**src/rtl/sd_dac_seq.sv**
```systemverilog
// Multi-channel first-order sigma-delta DAC with a programmable level table and per-channel step sequencer.
// Latency: loaddac edge -> step +2 clk (sync); step -> idx/direct_reg +1 -> code +2 -> DACout +3.
// Backpressure: none; every step request is taken. Steps aimed at a channel >= NCH are dropped.
//
// Ports:
//   Clk        system clock
//   resdac     async reset, active-high; clears all state including the loaddac synchroniser
//   loaddac    step request, asynchronous level; its rising edge produces a single step
//   mode       0 = channels play table[idx], 1 = channels play direct_reg (global to all channels)
//   ch_sel     channel targeted by a step, a direct load, and the lvl_idx readback
//   direct_val code captured into direct_reg[ch_sel] on a step while mode = 1
//   tbl_we     table write strobe; tbl_addr >= NLEV is ignored
//   tbl_addr   table write address
//   tbl_wdata  table write data
//   DACout     registered 1-bit density streams, one per channel
//   lvl_idx    current table index of channel ch_sel (0 when ch_sel is out of range)
//   ready      high once SETTLE cycles have passed with no code change on any channel
//   wrap       single-cycle pulse when a channel index wraps from NLEV-1 back to 1
module sd_dac_seq #(
  parameter int DW     = 8,
  parameter int NCH    = 2,
  parameter int CHW    = (NCH > 1) ? $clog2(NCH) : 1,
  parameter int NLEV   = 10,
  parameter int IDXW   = 4,
  parameter int SETTLE = 255
) (
  input  logic            Clk,
  input  logic            resdac,
  input  logic            loaddac,
  input  logic            mode,
  input  logic [CHW-1:0]  ch_sel,
  input  logic [DW-1:0]   direct_val,
  input  logic            tbl_we,
  input  logic [IDXW-1:0] tbl_addr,
  input  logic [DW-1:0]   tbl_wdata,
  output logic [NCH-1:0]  DACout,
  output logic [IDXW-1:0] lvl_idx,
  output logic            ready,
  output logic            wrap
);

  localparam int CW = (SETTLE > 0) ? $clog2(SETTLE + 1) : 1;

  // Power-up table: index 0 parks at 4*NLEV, the sweep entries climb in steps of 4.
  function automatic logic [DW-1:0] tbl_init(input int k);
    return (k == 0) ? DW'(4 * NLEV) : DW'(4 * k + 4);
  endfunction

  logic            ld_s1, ld_s2, ld_s3;
  logic            step;
  logic            ch_ok;
  logic            tbl_ok;
  logic            code_chg;
  logic [CW-1:0]   cnt;

  logic [DW-1:0]   tbl        [NLEV];
  logic [IDXW-1:0] idx        [NCH];
  logic [DW-1:0]   direct_reg [NCH];
  logic [DW-1:0]   code       [NCH];
  logic [DW-1:0]   code_nxt   [NCH];
  logic [DW-1:0]   acc        [NCH];
  logic [DW:0]     sum        [NCH];

  assign step   = ld_s2 & ~ld_s3;
  assign ch_ok  = (32'(ch_sel) < NCH);
  assign tbl_ok = (32'(tbl_addr) < NLEV);
  assign ready  = (cnt == CW'(SETTLE));

  // Two flops bring loaddac into the Clk domain; the third gives the rising-edge detect.
  always_ff @(posedge Clk or posedge resdac) begin
    if (resdac) begin
      ld_s1 <= 1'b0;
      ld_s2 <= 1'b0;
      ld_s3 <= 1'b0;
    end else begin
      ld_s1 <= loaddac;
      ld_s2 <= ld_s1;
      ld_s3 <= ld_s2;
    end
  end

  // Level table. A write landing with a step is seen by the new index on the following refresh.
  always_ff @(posedge Clk or posedge resdac) begin
    if (resdac) begin
      for (int k = 0; k < NLEV; k++) begin
        tbl[k] <= tbl_init(k);
      end
    end else if (tbl_we && tbl_ok) begin
      tbl[tbl_addr] <= tbl_wdata;
    end
  end

  // Step sequencer. Index 0 is only reachable through reset; the sweep cycles 1..NLEV-1.
  always_ff @(posedge Clk or posedge resdac) begin
    if (resdac) begin
      wrap <= 1'b0;
      for (int c = 0; c < NCH; c++) begin
        idx[c]        <= '0;
        direct_reg[c] <= '0;
      end
    end else begin
      wrap <= 1'b0;
      if (step && ch_ok) begin
        if (!mode) begin
          if (idx[ch_sel] == IDXW'(NLEV - 1)) begin
            idx[ch_sel] <= IDXW'(1);
            wrap        <= 1'b1;
          end else begin
            idx[ch_sel] <= idx[ch_sel] + 1'b1;
          end
        end else begin
          direct_reg[ch_sel] <= direct_val;
        end
      end
    end
  end

  always_comb begin
    code_chg = 1'b0;
    for (int c = 0; c < NCH; c++) begin
      code_nxt[c] = mode ? direct_reg[c] : tbl[idx[c]];
      sum[c]      = {1'b0, acc[c]} + {1'b0, code[c]};
      if (code_nxt[c] != code[c]) begin
        code_chg = 1'b1;
      end
    end
  end

  // Code refresh and modulator: the accumulator carry is the output bit, so over any
  // 2^DW cycles of constant code the stream holds exactly `code` ones.
  always_ff @(posedge Clk or posedge resdac) begin
    if (resdac) begin
      DACout <= '0;
      for (int c = 0; c < NCH; c++) begin
        code[c] <= tbl_init(0);
        acc[c]  <= '0;
      end
    end else begin
      for (int c = 0; c < NCH; c++) begin
        code[c]   <= code_nxt[c];
        acc[c]    <= sum[c][DW-1:0];
        DACout[c] <= sum[c][DW];
      end
    end
  end

  // Settle timer restarts on the edge where any code register takes a new value.
  always_ff @(posedge Clk or posedge resdac) begin
    if (resdac) begin
      cnt <= '0;
    end else if (code_chg) begin
      cnt <= '0;
    end else if (cnt != CW'(SETTLE)) begin
      cnt <= cnt + 1'b1;
    end
  end

  always_comb begin
    lvl_idx = '0;
    if (ch_ok) begin
      lvl_idx = idx[ch_sel];
    end
  end

endmodule

```
**config.mk**
```make
export PLATFORM = sky130hd
export DESIGN_NAME = sd_dac_seq
export DESIGN_NICKNAME = d
export VERILOG_FILES = /design/src/rtl/sd_dac_seq.sv
export SDC_FILE = /design/constraint.sdc
export NUM_CORES = 1
export LEC_CHECK = 0
export CAP_MARGIN = 20
export CORE_AREA = 2 2 137 139
export CTS_BUF_LIST = sky130_fd_sc_hd__clkbuf_8
export CTS_CLUSTER_SIZE = 40
export DETAILED_ROUTE_END_ITERATION = 6
export DIE_AREA = 0 0 139 141
export GPL_TIMING_DRIVEN = 0
export SLEW_MARGIN = 20
export SYNTH_ARGS = -nofsm -noshare
export SYNTH_HDL_FRONTEND = slang
export SYNTH_SLANG_ARGS = --single-unit
export TNS_END_PERCENT = 1
```
**constraint.sdc**
```tcl
create_clock -name Clk -period 8.45 [get_ports Clk]
set_clock_uncertainty 0.15 [all_clocks]
set_input_delay 0.845 -clock Clk [delete_from_list [all_inputs] [get_ports Clk]]
set_output_delay 0.845 -clock Clk [all_outputs]
set_load 0.05 [all_outputs]
```
**After elaboration in Yosys (flattened, before gate mapping)**

Cells that the tools add are included.

- $mul: 0
- $add $sub $neg: 4
- Div/mod/pow operators: 0
- Shifts and indexed selects: 0
- Bitwise logic cells: 10
- Equal/unequal tests: 5
- $lt $le $gt $ge: 7
- Reductions and logical operators: 6
- Mux-type cells: 28

Operators by type and width:

| kind | number |
|---|---|
| $mux 8 | 11 |
| $bwmux 80 | 1 |
| $bmux 8 s4 | 2 |
| $demux 8 s4 | 1 |
| $add 8x8->9 | 2 |
| $bwmux 16 | 1 |
| $mux 4 | 4 |
| $ne 8x8->1 | 2 |
| $ge 5x5->1 const B | 3 |
| $not 4->5 | 3 |
| $add 8x1->8 const B | 1 |
| $bwmux 8 | 1 |
| $demux 8 s1 | 1 |
| $eq 8x8->1 const B | 1 |
| $ne 8x8->1 const B | 1 |
| $and 6x6->6 | 1 |
| $not 6->6 | 1 |
| $lt 5x1->1 const B | 1 |
| $mux 1 | 5 |
| $add 4x1->4 const B | 1 |
| $demux 4 s1 | 1 |
| $eq 4x4->1 const B | 1 |
| $lt 4x4->1 const B | 1 |
| $reduce_and 2->1 | 2 |
| other kinds (8) | 11 |

- Latch bits: 0
- ROM bits: 0
- Input bits: 26
- Logic and storage cells: 84
- Memories kept: 0
- RAM bits: 0
- Register bits: 150

**Logic depth before layout (Yosys ltp)**

- Depth in word-level cells: 9
- Depth in mapped cells: 10
- Mapped depth without buffers: 10

**Worst setup path after synthesis**

OpenSTA, ideal clock, no wires.

- Path kind: flip-flop to flip-flop
- Start: register idx[5] (netlist bit)
- End: register cnt[1]
- Required time: 8.193 ns
- Path buffers: 2
- Cell stages (with the launch flop): 10
- Arrival time: 2.565 ns
- Clock period less this slack: 2.822 ns
- Setup slack: 5.628 ns
- Path through: dfrtp_1 buf_6 or3b_4 buf_6 o21ai_2 nor3_1 or4_4 a2111oi_4 nand4_4 a2111oi_4

- Word-level cells in the longest chain between the ends: 9

RTL lines:

| element | RTL line | RTL |
|---|---|---|
| from (decl) | 57 | `logic [IDXW-1:0] idx [NCH];` |
| from (signal, indexed assignment) | 109 | `idx[ch_sel] <= idx[ch_sel] + 1'b1;` |
| $not 4->5 (not written as such) * | 121 | `code_nxt[c] = mode ? direct_reg[c] : tbl[idx[c]];` |
| $bmux 8 s4 * | 121 |  |
| $mux 8 (not written as such) * (2 in series) | 121 |  |
| $mux 8 * | 121 |  |
| $ne 8x8->1 * | 123 | `if (code_nxt[c] != code[c]) begin` |
| $mux 1 * (2 in series) | 123 |  |
| $mux 8 or $reduce_bool 2->1 (tied branches) | -- |  |
| to (signal assigned) | 154 | `cnt <= cnt + 1'b1;` |
| to (decl) | 54 | `logic [CW-1:0] cnt;` |

Every way passes the cells marked *; elsewhere a longest branch is shown, timed or not. The select of a mux whose other input is x is not followed.
A chain may end at the register's enable or synchronous reset.

**Worst setup path in the final report**

- Start: register idx[2] (netlist bit)
- End: output port lvl_idx[2]

- Word-level cells in the longest chain between the ends: 3

RTL lines:

| element | RTL line | RTL |
|---|---|---|
| $mux 4 (not written as such) (3 in series) | 161 | `lvl_idx = idx[ch_sel];` |
| to (decl) | 37 | `output logic [IDXW-1:0] lvl_idx,` |

Every way passes these cells. The select of a mux whose other input is x is not followed.

==> key figures <==
Critical path
  – CP endpoint kind: output pin
  – Cells along the critical path: clkbuf_1 -> clkbuf_1 -> mux2i_1 -> inv_1 -> clkdlybuf4s50_1
  – CP bufs+invs: 4
  – Critical path's slowest cell: clkdlybuf4s50_1
  – Worst R2R Setup Slack: 4.60 ns
  – Capturing point of the worst reg2reg path: cnt[6]$_DFFE_PP0P_
  – CP Max Fanout: 10
  – Critical path class: reg -> out
  – Cell family with the largest share of critical-path delay: buffers and inverters
  – R2r startpoint: idx[2]$_DFFE_PP0P_
  – R2r worst-path depth: 8
  – Worst Path Arrival: 3.11 ns
  – Crit path top cell by count: clkbuf_1
  – Critical Path RT: 7.46 ns
  – Max stage delay on crit path: 0.82 ns
  – Worst setup SP type: register

GRT
  – GRT Util Overall: 0.258
  – Largest net degree at the start of global routing: 81
  – Global-route wire length before repair: 38600 um
  – Initial antenna violation count: 0
  – Global route overflow: 0
  – Vias in the first global route: 6629

Power and ir drop
  – Pwr Total: 0.00345 W
  – Worst IR Drop VDD: 191 uV
  – P per Cell Area: 364 nW/um^2
  – Static Leak: 4.02 nW

Synthesis
  – Top cell type's share of synthesized area: 0.381
  – Synth Instances: 729
  – Post-Synth XOR/XNOR Area: 0.0333
  – Post-synthesis mux area share: 0.230
  – Syn_nets: 776
  – Adder-cell share of the synthesized area: 0.0330
  – Synth Area in Compound Gates: 0.117
  – Syn Std Cell Area: 8420 sq um
  – Top FF cell, synth: dfrtp_1
  – Synth Area per Inst: 11.5 sq um
  – Cell taking the most area after synthesis: dfrtp_1
  – Number of synthesized flops with an enable pin: 0
  – Post-Synth Simple-Gate Area: 0.0994
  – Yosys warns: 0
  – Ys async rst share: 1.00
  – Post-synthesis sequential area ratio: 0.449
  – Library cells used by synthesis: 69
  – Largest family of logic cells by synthesized area: multiplexers
  – Number of synthesized register bits: 150
  – Area contributors post-synth: dfrtp_1, mux2_2, dfstp_2

Clocking
  – Bufs on Longest Clock Path: 2
  – CTS tree: done
  – CTS H-tree lvls: 4
  – Postcts setup bufs: 0
  – # resized after CTS: 0
  – CTS sink cnt: 150
  – Root buffer cell: clkbuf_8
  – Clock Pin Slew Worst Setup and Hold Paths: 0.09 ns
  – Worst skew pair latency: 0.46 ns
  – CTS Hold Bufs: 0
  – CTS Buf Count: 17

Final layout
  – Largest Register: tbl
  – Max reg flops: 80
  – Fillers: 1671
  – Ant diodes: 0
  – Final Instance Area: 9460 sq um
  – Syn-to-layout area delta: 12.4%
  – Layout Nets: 822
  – Multi-input gate area: 4350 sq um
  – Layout cell share with drive strength beyond 1: 0.250
  – Seq. cell area: 3780 sq um

Routing
  – Drt first pass iters: 5
  – DR vias: 6245
  – Wire per inst: 23.8 um
  – DRC Markers: 0
  – Via density: 6.11
  – Antenna-violating nets left: 0
  – Total wire length: 24300 um
  – Iteration-0 DRC Markers: 314

Floorplanning
  – # IOs: 34
  – Die Wd: 139 um
  – Starting Density: 0.461
  – Row count: 50
  – Die area: 19600 sq um
  – Core area: 18300 sq um
  – Die H: 141 um

STA
  – Worst-Margin Slew: 1.01 ns
  – Final setup viols: 0
  – Final min period: 4.11 ns
  – Max-slew headroom: 0.322
  – Final period util: 0.486
  – Final WS setup: 4.34 ns
  – Post-Route Setup TNS: 0 ns
  – Hold Violations, Final: 0
  – Fmax: 243 MHz
  – RSZ-0062 raised after global routing: no
  – Final Max Slew Viols: 0

Worst hold path
  – HP Class: reg -> reg
  – Hold depth: 0
  – Worst hold endpoint: ld_s2$_DFF_PP0_
  – HP Start: ld_s1$_DFF_PP0_

Placement
  – Dpl ws: 4.54 ns
  – HPWL after detailed placement: 18100 um
  – Port bufs: 24
  – GP Congestion: 1.00
  – Area of placed instances: 9020 sq um

Job
  – Max-Cap Viols: 0

Run status
  – Status: finished, final reports clean
cells by family (layout without fill, tap and decap cells):
family                     after synthesis  count (layout)
buffers and inverters                   69             128
AOI/OAI and AO/OA                      140             140
xor gates and xnor gates                32              32
DFF                                    150             150
muxes                                  160             160
adders and majority gates               21              21
and+or+nand+nor                        157             157
cell usage in the layout, fill, tap and decap left out, types with 6 or more instances in the layout:
master / n
dfstp_2: 22
mux2_2: 97
xnor2_1: 23
buf_1: 9
nor4_1: 12
mux2i_1: 43
a221oi_1: 7
buf_4: 6
nand4_1: 8
inv_1: 34
a21oi_1: 30
nor3_1: 11
nand2b_1: 7
ha_1: 19
nand3_1: 14
mux4_2: 17
clkbuf_8: 23
nor2_1: 32
a21o_1: 7
o21ai_0: 28
buf_2: 7
dfrtp_1: 128
clkbuf_1: 13
o22ai_1: 6
o211ai_1: 6
xor2_1: 9
a211oi_1: 9
clkdlybuf4s50_1: 24
nand2_1: 35
nor2b_1: 14
worst max path at each step:
stage / cells after the start / from / endpoint
floorplan: 1 / resdac / DACout[0]$_DFF_PP0_
global placement: 2 / resdac / tbl[46]$_DFFE_PP0P_
detailed placement: 9 / mode / cnt[1]$_DFFE_PP0P_
CTS: 5 / idx[2]$_DFFE_PP0P_ / lvl_idx[2]
global route: 5 / idx[2]$_DFFE_PP0P_ / lvl_idx[2]
finish: 5 / idx[2]$_DFFE_PP0P_ / lvl_idx[2]
metrics by stage:
step,utilization,instances,hold WS [ns]
2_1_floorplan,-,729,0.181
3_3_place_gp,0.490,987,0.190
3_5_place_dp,0.494,990,0.189
4_1_cts,0.518,1022,0.211
5_1_grt,0.518,1022,0.213
6_report,0.518,1022,0.206
per-layer routing:
metal / vias to the layer above / track usage / wire, um
met4: 0 / 0.104 / 914
met1: 3191 / 0.338 / 10600
li1: 2801 / - / -
met2: 187 / 0.421 / 11600
met5: - / 0 / 0
met3: 66 / 0.0560 / 1160
synthesized netlist by cell type (13+ instances only):
| cell type | instances |
|---|---|
| a21oi_1 | 30 |
| clkbuf_1 | 13 |
| dfrtp_1 | 128 |
| dfstp_2 | 22 |
| ha_1 | 19 |
| inv_1 | 32 |
| mux2_2 | 97 |
| mux2i_1 | 43 |
| mux4_2 | 17 |
| nand2_1 | 35 |
| nand3_1 | 14 |
| nor2_1 | 32 |
| nor2b_1 | 14 |
| nor4_1 | 13 |
| o21ai_0 | 28 |
| xnor2_1 | 23 |
power by group:
part           total [W]  internal, W  switching, W
Sequential       0.00114     0.000952      0.000191
Clock           0.000604     0.000338      0.000266
Combinational    0.00170     0.000720      0.000983
Total            0.00345      0.00201       0.00144
area by class of cell:
class                      instances  share of cell area
multi-input combinational        510               0.459
sequential                       150               0.400
clock buffer                      23              0.0334
tap                              234              0.0309
timing repair buffer              27              0.0296
buffer                            37              0.0206
inverter                          32              0.0135
clock inverter                     9              0.0131
Power figures use the tool's default switching activity.
